==> config.mk <==
export PLATFORM = sky130hd
export DESIGN_NAME = dir_cmd_queue
export DESIGN_NICKNAME = d
export VERILOG_FILES = /design/src/rtl/dir_pkg.sv /design/src/rtl/dir_fifo.sv /design/src/rtl/dir_cmd_queue.sv
export SDC_FILE = /design/constraint.sdc
export NUM_CORES = 1
export LEC_CHECK = 0
export CORE_MARGIN = 8
export CORE_UTILIZATION = 50
export CTS_BUF_LIST = sky130_fd_sc_hd__clkbuf_8 sky130_fd_sc_hd__clkbuf_16
export DETAILED_ROUTE_END_ITERATION = 12
export PLACE_DENSITY = 0.77
export SLEW_MARGIN = 10
export SYNTH_ARGS = -nofsm -noshare
export SYNTH_HDL_FRONTEND = slang
export SYNTH_SLANG_ARGS = --single-unit
==> constraint.sdc <==
create_clock -name clk -period 4 [get_ports clk]
set_clock_uncertainty 0.05 [all_clocks]
set_input_delay 0.6 -clock clk [delete_from_list [all_inputs] [get_ports clk]]
set_output_delay 0.6 -clock clk [all_outputs]
set_load 0.05 [all_outputs]
==> src/rtl/dir_pkg.sv <==
// Direction encoding shared by the command queue, the game logic and the AI.
// reverse() gives the opposite heading: up<->down, right<->left.
package dir_pkg;
    typedef logic [1:0] dir_t;

    localparam dir_t DIR_UP    = 2'b00;
    localparam dir_t DIR_RIGHT = 2'b01;
    localparam dir_t DIR_DOWN  = 2'b10;
    localparam dir_t DIR_LEFT  = 2'b11;

    function automatic dir_t reverse(input dir_t d);
        return d ^ 2'b10;
    endfunction
endpackage

==> src/rtl/dir_fifo.sv <==
// Small synchronous FIFO of directions with flush, exposing head, tail and count.
// Head and tail are read combinationally so a pop and the push filter see them in the same cycle.
module dir_fifo
    import dir_pkg::*;
#(
    parameter int DEPTH = 4
) (
    input  logic                   clk,
    input  logic                   rst_n,
    input  logic                   i_push,
    input  logic                   i_pop,
    input  logic                   i_flush,
    input  dir_t                   i_data,
    output dir_t                   o_head,
    output dir_t                   o_tail,
    output logic [$clog2(DEPTH):0] o_count,
    output logic                   o_full,
    output logic                   o_empty
);
    localparam int AW = $clog2(DEPTH);
    localparam int CW = AW + 1;

    dir_t          r_mem [DEPTH];
    logic [AW-1:0] r_wr_ptr;
    logic [AW-1:0] r_rd_ptr;
    logic [CW-1:0] r_count;
    logic          w_push;
    logic          w_pop;

    assign o_full  = (r_count == CW'(DEPTH));
    assign o_empty = (r_count == '0);
    assign o_count = r_count;
    assign o_head  = r_mem[r_rd_ptr];
    assign o_tail  = r_mem[r_wr_ptr - 1'b1];

    // A pop frees a slot, so a push into a full FIFO is legal in the same cycle.
    assign w_pop  = i_pop && !o_empty && !i_flush;
    assign w_push = i_push && (!o_full || w_pop) && !i_flush;

    always_ff @(posedge clk) begin
        if (w_push) begin
            r_mem[r_wr_ptr] <= i_data;
        end
    end

    always_ff @(posedge clk or negedge rst_n) begin
        if (!rst_n) begin
            r_wr_ptr <= '0;
            r_rd_ptr <= '0;
            r_count  <= '0;
        end else if (i_flush) begin
            r_wr_ptr <= '0;
            r_rd_ptr <= '0;
            r_count  <= '0;
        end else begin
            if (w_push) r_wr_ptr <= r_wr_ptr + 1'b1;
            if (w_pop)  r_rd_ptr <= r_rd_ptr + 1'b1;
            case ({w_push, w_pop})
                2'b10:   r_count <= r_count + 1'b1;
                2'b01:   r_count <= r_count - 1'b1;
                default: r_count <= r_count;
            endcase
        end
    end
endmodule

==> src/rtl/dir_cmd_queue.sv <==
// Filters and buffers key direction events, generates the game step tick and
// applies one queued (or AI-proposed) direction per step.
module dir_cmd_queue
    import dir_pkg::*;
#(
    parameter int DEPTH       = 4,
    parameter int STEP_CYCLES = 10_000_000,
    parameter int DROP_W      = 8
) (
    input  logic                   clk,
    input  logic                   rst_n,
    input  logic                   key_valid,
    input  logic [1:0]             key_dir,
    input  logic                   ai_mode,
    input  logic [1:0]             ai_dir,
    input  logic                   pause,
    output logic                   step,
    output logic [1:0]             dir,
    output logic [$clog2(DEPTH):0] q_count,
    output logic [DROP_W-1:0]      drop_cnt
);
    localparam int TW = (STEP_CYCLES > 1) ? $clog2(STEP_CYCLES) : 1;

    logic [TW-1:0]     r_timer;
    logic              r_step;
    dir_t              r_dir;
    logic [DROP_W-1:0] r_drop_cnt;
    logic              r_ai_mode_d;

    dir_t w_head;
    dir_t w_tail;
    dir_t w_ref;
    dir_t w_dir_next;
    logic w_full;
    logic w_empty;
    logic w_tick;
    logic w_flush;
    logic w_key_ok;
    logic w_pop;
    logic w_push;
    logic w_drop;

    assign w_tick  = !pause && (r_timer == TW'(STEP_CYCLES - 1));
    assign w_flush = (ai_mode != r_ai_mode_d);

    // New keys are judged against the last queued direction, or the applied one if the queue is empty.
    assign w_ref    = w_empty ? r_dir : w_tail;
    assign w_key_ok = key_valid && !ai_mode && (key_dir != w_ref) && (key_dir != reverse(w_ref));

    assign w_pop  = w_tick && !ai_mode && !w_empty && !w_flush;
    assign w_push = w_key_ok && (!w_full || w_pop) && !w_flush;
    assign w_drop = w_key_ok && w_full && !w_pop && !w_flush;

    always_comb begin
        w_dir_next = r_dir;
        if (w_tick) begin
            if (ai_mode) begin
                if (ai_dir != reverse(r_dir)) w_dir_next = ai_dir;
            end else if (w_pop) begin
                w_dir_next = w_head;
            end
        end
    end

    dir_fifo #(.DEPTH(DEPTH)) u_fifo (
        .clk     (clk),
        .rst_n   (rst_n),
        .i_push  (w_push),
        .i_pop   (w_pop),
        .i_flush (w_flush),
        .i_data  (key_dir),
        .o_head  (w_head),
        .o_tail  (w_tail),
        .o_count (q_count),
        .o_full  (w_full),
        .o_empty (w_empty)
    );

    always_ff @(posedge clk or negedge rst_n) begin
        if (!rst_n) begin
            r_timer     <= '0;
            r_step      <= 1'b0;
            r_dir       <= DIR_RIGHT;
            r_drop_cnt  <= '0;
            r_ai_mode_d <= 1'b0;
        end else begin
            if (!pause) r_timer <= w_tick ? '0 : r_timer + 1'b1;
            r_step      <= w_tick;
            r_dir       <= w_dir_next;
            r_ai_mode_d <= ai_mode;
            if (w_drop && (r_drop_cnt != '1)) r_drop_cnt <= r_drop_cnt + 1'b1;
        end
    end

    assign step     = r_step;
    assign dir      = r_dir;
    assign drop_cnt = r_drop_cnt;
endmodule

After elaboration in Yosys (flattened, before gate mapping):

Memories as Yosys holds them, arrays and structs flattened.
Index checks and enable logic that the tools add are counted.

* bits in registers: 43
* bits in writable memories: 8
* input bits: 9
* logic and storage cells: 72
* memories: 1

* $add $sub $neg: 7
* eq/ne operators: 10
* muxes and demuxes: 13
* bitwise logic cells: 2
* reduce and logical (&&, ||, !) cells: 31

Memories
* u_fifo.r_mem: depth 4, bits a word 2, rd ports 2, clocked after memory_dff 0, write ports 1, line dir_fifo.sv:23 `dir_t r_mem [DEPTH];`

Operators with widths (number)
* $add 24x1->24 const B: 1
* $eq 24x24->1 const B: 1
* $mux 24: 1
* $logic_and 1x1->1: 17
* $mux 2: 8
* $add 8x1->8 const B: 1
* $ne 8x8->1 const B: 1
* $logic_not 1->1: 6
* $ne 2x2->1: 3
* $pmux 3 s2: 1
* $reduce_bool 2->1: 3
* $add 2x1->2 const B: 2
* $add 3x1->3 const B: 1
* $eq 3x3->1 const B: 1
* $logic_not 3->1: 1
* $mux 3: 1
* $reduce_and 3->1: 1
* $reduce_bool 3->1: 1
* $sub 3x1->3 const B: 1
* $eq 2x1->1 const B: 1
* $eq 2x2->1 const B: 1
* $logic_or 1x1->1: 2
* $mux 1: 2
* $ne 2x1->1 const B: 1
* other kinds (3): 4

Depth between registers and ports, before layout:

* depth in word-level cells: 13
* gate-level depth with buffers: 13

Modules after synthesis:

Synthesis repeated with hierarchy kept, for this count alone.

* cells, all modules: 251
* area, all modules: 2758.9 um^2

Modules (own cells, without submodules)
* dir_cmd_queue: instances 1, cells an instance 176, area each 1849.3 um^2, sequential area each 902.1 um^2
* dir_fifo: instances 1, cells an instance 75, area each 909.6 um^2, sequential area each 415.4 um^2

Least setup slack after synthesis:

Ideal clock, no wire load.

* path kind: input-to-reg
* start: in pause
* end: reg u_fifo.r_count[2] (netlist: u_fifo.o_count[2])
* library setup time: 0.079 ns
* arrival time: 3.403 ns
* required time: 3.871 ns
* path slack: 0.468 ns
* stages on the path: 12
* path buffers: 0
* cell sequence: nand4b_1 or4_1 or3_4 clkinv_4 nor2_1 nor3_2 inv_1 ha_1 fa_1 xnor2_1 or3_1 a21oi_1

* cells in the longest elaborated chain, start to end: 13
* elaborated cells on any way between the ends: 18
* those cells by class: 2 x eq/ne; 2 x mux; 14 x reduce/logical

RTL lines
* start: declaration: line dir_cmd_queue.sv:16 `input logic pause,`
* $logic_not 1->1 (*)
* $logic_and 1x1->1 (*): line dir_cmd_queue.sv:43 `assign w_tick = !pause && (r_timer == TW'(STEP_CYCLES - 1));`
* $logic_and 1x1->1 (*) (3 in series): line dir_cmd_queue.sv:50 `assign w_pop = w_tick && !ai_mode && !w_empty && !w_flush;`
* $logic_or 1x1->1 / $logic_and 1x1->1 (equally long branches): line dir_cmd_queue.sv:51, dir_fifo.sv:37
* $logic_and 1x1->1, on equally long branches: line dir_cmd_queue.sv:51, dir_fifo.sv:37
* $logic_and 1x1->1 / $logic_or 1x1->1 (equally long branches): line dir_cmd_queue.sv:51, dir_fifo.sv:38
* $logic_and 1x1->1 (2 in series): line dir_fifo.sv:38 `assign w_push = i_push && (!o_full || w_pop) && !i_flush;`
* $eq 2x1->1 / $eq 2x2->1 (equally long branches): line dir_fifo.sv:58 `case ({w_push, w_pop})`
* $pmux 3 s2: line dir_fifo.sv:58
* $mux 3: line dir_fifo.sv:51 `end else if (i_flush) begin`
* end signal: assignment: line dir_fifo.sv:59 `2'b10: r_count <= r_count + 1'b1;`
* end signal: assignment: line dir_fifo.sv:60 `2'b01: r_count <= r_count - 1'b1;`
* end signal: assignment: line dir_fifo.sv:61 `default: r_count <= r_count;`
* end: declaration: line dir_fifo.sv:26 `logic [CW-1:0] r_count;`

Every way passes the cells marked *; elsewhere a longest branch is shown, timed or not.
A chain may end at the register's enable or synchronous reset.

Worst setup path in the final report:

Same ends and word-level chain as after synthesis.

==> impl_metrics.py <==
metrics = {
    "global_routing": {
        "grt_antenna_before_repair": 0,
        "grt_overflow": 0,
        "grtUsageMet2": 0.2190,
        "grt.busiest_layer": "met2",
        "met3_usage": 0.02547,
        "grt_first_pass_wirelength_mm": 8.238,
        "grt_max_degree": 44,
        "use_met1": 0.1718,
        "track_usage": 0.1361,
        "grt_pass1_vias": 1820,
    },
    "setup_path": {
        "reg2regPathDepth": 12,
        "worst-setup-path-type": "in -> reg",
        "required_ps": 4180,
        "reg2reg_from": "r_timer[11]",
        "worstSetupStartpointType": "primary input",
        "rr_endpoint": "u_fifo.o_count[2]",
        "endpoint_kind": "flip-flop",
        "critical-path-max-stage-delay_ps": 570,
        "crit_arrival_ps": 3760,
        "cp_slowest_cell": "or4_1",
        "r2r_slack_ps": 450,
        "crit_chain": "clkdlybuf4s50_1, nand4b_1, or4_1, or3_4, clkinv_4, nor2_1, nor3_2, inv_1, ha_1, fa_1, xnor2_1, or3_1, a21oi_1",
        "path_max_fanout": 2,
    },
    "die": {
        "ios": 23,
        "core_um2": 5010,
        "fp.dieW_um": 87.43,
        "start_util": 0.5092,
        "die_h_um": 87.43,
        "dieArea_um2": 7644,
        "row_count": 26,
    },
    "timing": {
        "setup_tns_ps": 0,
        "min_period_ps": 3583,
        "tightest_slew_ps": 930.3,
        "finalCritPeriodShare": 0.8957,
        "fmax_mhz": 279.1,
        "setup_viol": 0,
        "rsz0062_at_grt": "false",
        "setup_slack_ps": 417.3,
        "slew_headroom": 0.3798,
        "hold_viol_final": 0,
        "drv_slew": 0,
    },
    "layout": {
        "nNetsFinal": 279,
        "diodes": 0,
        "final_cells": 332,
        "syn_to_final_growth_pct": 17.07,
        "layout-drive-gt1-share": 0.08779,
        "final_area_um2": 2987,
    },
    "routing": {
        "drc": 0,
        "routed_wirelength_mm": 4.698,
        "antenna_left": 0,
        "firstDrtPassIters": 4,
        "routed-via-count": 1772,
        "avgRoutedWirePerCell_um": 14.15,
        "drt_iter0_drc": 92,
        "vias_per_cell": 5.337,
    },
    "placed_design": {
        "numPortBuffers": 22,
        "hpwl_mm": 3.492,
        "dp.cells": 325,
        "dp_slack_ps": 115.3,
        "placed_area_um2": 2884,
        "routabilityCongestion": 0.8030,
    },
    "yosys": {
        "postSynth.asyncResetShare": 0.8431,
        "syn_area_per_cell_um2": 11.09,
        "post-synth-top-count-cell": "dfrtp_1",
        "synth.distinct_cells": 38,
        "synthTopCellsByCount": "dfrtp_1, nand2_1, nor2_1",
        "ys_seq_area_frac": 0.5164,
        "syn_nets": 247,
        "synthFlopType": "dfrtp_1",
        "postSynthCellCount": 230,
        "ys.warnings.count": 0,
        "synth_edf_count": 8,
        "yosysTopAreaCell": "dfrtp_1",
        "syn_area_um2": 2551,
        "yosysTopAreaCellShare": 0.4120,
        "ys_seq_elements": 51,
        "synthTopCellsByArea": "dfrtp_1, edfxtp_1, xor2_1, xnor2_1, ha_1",
    },
    "clock_tree": {
        "clk_path_buf_depth": 2,
        "htreeDepth": 2,
        "cts_made_buffers": 5,
        "cts_setup_buffers": 0,
        "clk_latency_ps": 300,
        "clkTransAtPathRegs_ps": 90,
        "cts-root-buf": "clkbuf_8",
        "cts_num_sinks": 51,
        "holdBufCountCts": 0,
        "cts-resized-gates": 0,
        "cts_tree": "yes",
    },
    "power_and_ir_drop": {
        "p_leak_uw": 0.001285,
        "p_per_area_nw_per_um2": 352.7,
        "ir_drop_v": 0.0001940,
    },
    "worst_hold_path": {
        "hp-class": "in -> async",
    },
    "run": {
        "maxCapViolCount": 0,
    },
    "run_status": {
        "outcome": "finished clean",
    },
}
-- power breakdown --
group	switching (uW)	internal (uW)	leakage, uW	total (uW)
logic	65.4	54.4	0.000580	120
registers	38.4	559	0.000649	598
clock network	155	181	0.0000554	336
-- stage by stage --
stage                     total power (uW)  hold slack [ps]    util
after global placement               723.9            424.4  0.5757
after global routing                  1107            457.6  0.5962
after CTS                             1064            416.7  0.5962
final                                 1053            372.5  0.5962
after detailed placement             728.2            426.6  0.5757
after floorplan                      677.2            254.4       -
-- layout make-up --
type                            count  area, um2
Clock buffer                        5      68.82
Clock inverter                      2      33.78
Fill cell                         430       2023
Inverter                            4      20.02
Multi-Input combinational cell    172       1199
Sequential cell                    51       1318
Tap cell                           70      87.58
Timing Repair Buffer               28      260.3
-- logic make-up after synthesis --
family / count (synthesis) / share of synthesized area
AOI/OAI and AO/OA: 19 / 0.04708
xor gates and xnor gates: 33 / 0.1133
adders and majority gates: 8 / 0.04218
buffers and inverters: 7 / 0.01373
DFF: 51 / 0.5164
muxes: 8 / 0.04806
and+or+nand+nor: 104 / 0.2192
-- sequential cells by signal, summed over array words and instances (netlist names) --
signal           flops
dir                  2
drop_cnt             8
r_ai_mode_d          1
r_timer             24
step                 1
u_fifo.o_count       3
u_fifo.r_mem         8
u_fifo.r_rd_ptr      2
u_fifo.r_wr_ptr      2
-- worst max-delay path by stage --
stage                     startpoint                end  slack, ps  cells past startpoint
final                          pause  u_fifo.o_count[2]        420                     13
after detailed placement       pause  u_fifo.o_count[2]        120                     13
after floorplan                pause  u_fifo.o_count[2]        470                     12
after CTS                      pause  u_fifo.o_count[2]        410                     13
after global placement         pause  u_fifo.o_count[2]        180                     13
after global routing           pause  u_fifo.o_count[2]        250                     13
-- layer usage --
| metal | wire, um | share of wire | vias up |
|---|---|---|---|
| met5 | 0 | 0 | - |
| met4 | 73 | 0.016 | 0 |
| met3 | 202 | 0.043 | 6 |
| met2 | 2214 | 0.47 | 31 |
| met1 | 2208 | 0.47 | 862 |
| li1 | - | - | 873 |
-- cell usage in the layout, fill, tap and decap left out, drive strengths merged --
cell type	n
dfstp	1
nand3b	1
buf	7
o21ai	8
inv	4
o21bai	1
xor2	17
or4bb	1
xnor2	16
nand3	6
nor3	8
clkbuf	5
ha	7
nand4b	3
clkdlybuf4s50	21
bufinv	1
or4	3
fa	1
nor4	5
nand2b	5
a211oi	2
and2	7
or3	5
dfrtp	42
a21o	1
mux2i	4
and4b	1
clkinv	1
nor2	23
nor4b	2
mux4	3
a21oi	6
nand2	23
nand4	4
edfxtp	8
mux2	1
a311o	1
and3	7
-- critical path, delay by kind of cell --
family                   cells  cell delay [ps]
AND/OR/NAND/NOR              6             1740
adder cells (fa/ha/maj)      2              610
buffers and inverters        3              530
XOR/XNOR                     1              150
AO/OA/AOI/OAI                1              140
Note: power is estimated with default switching activity, not from simulation.
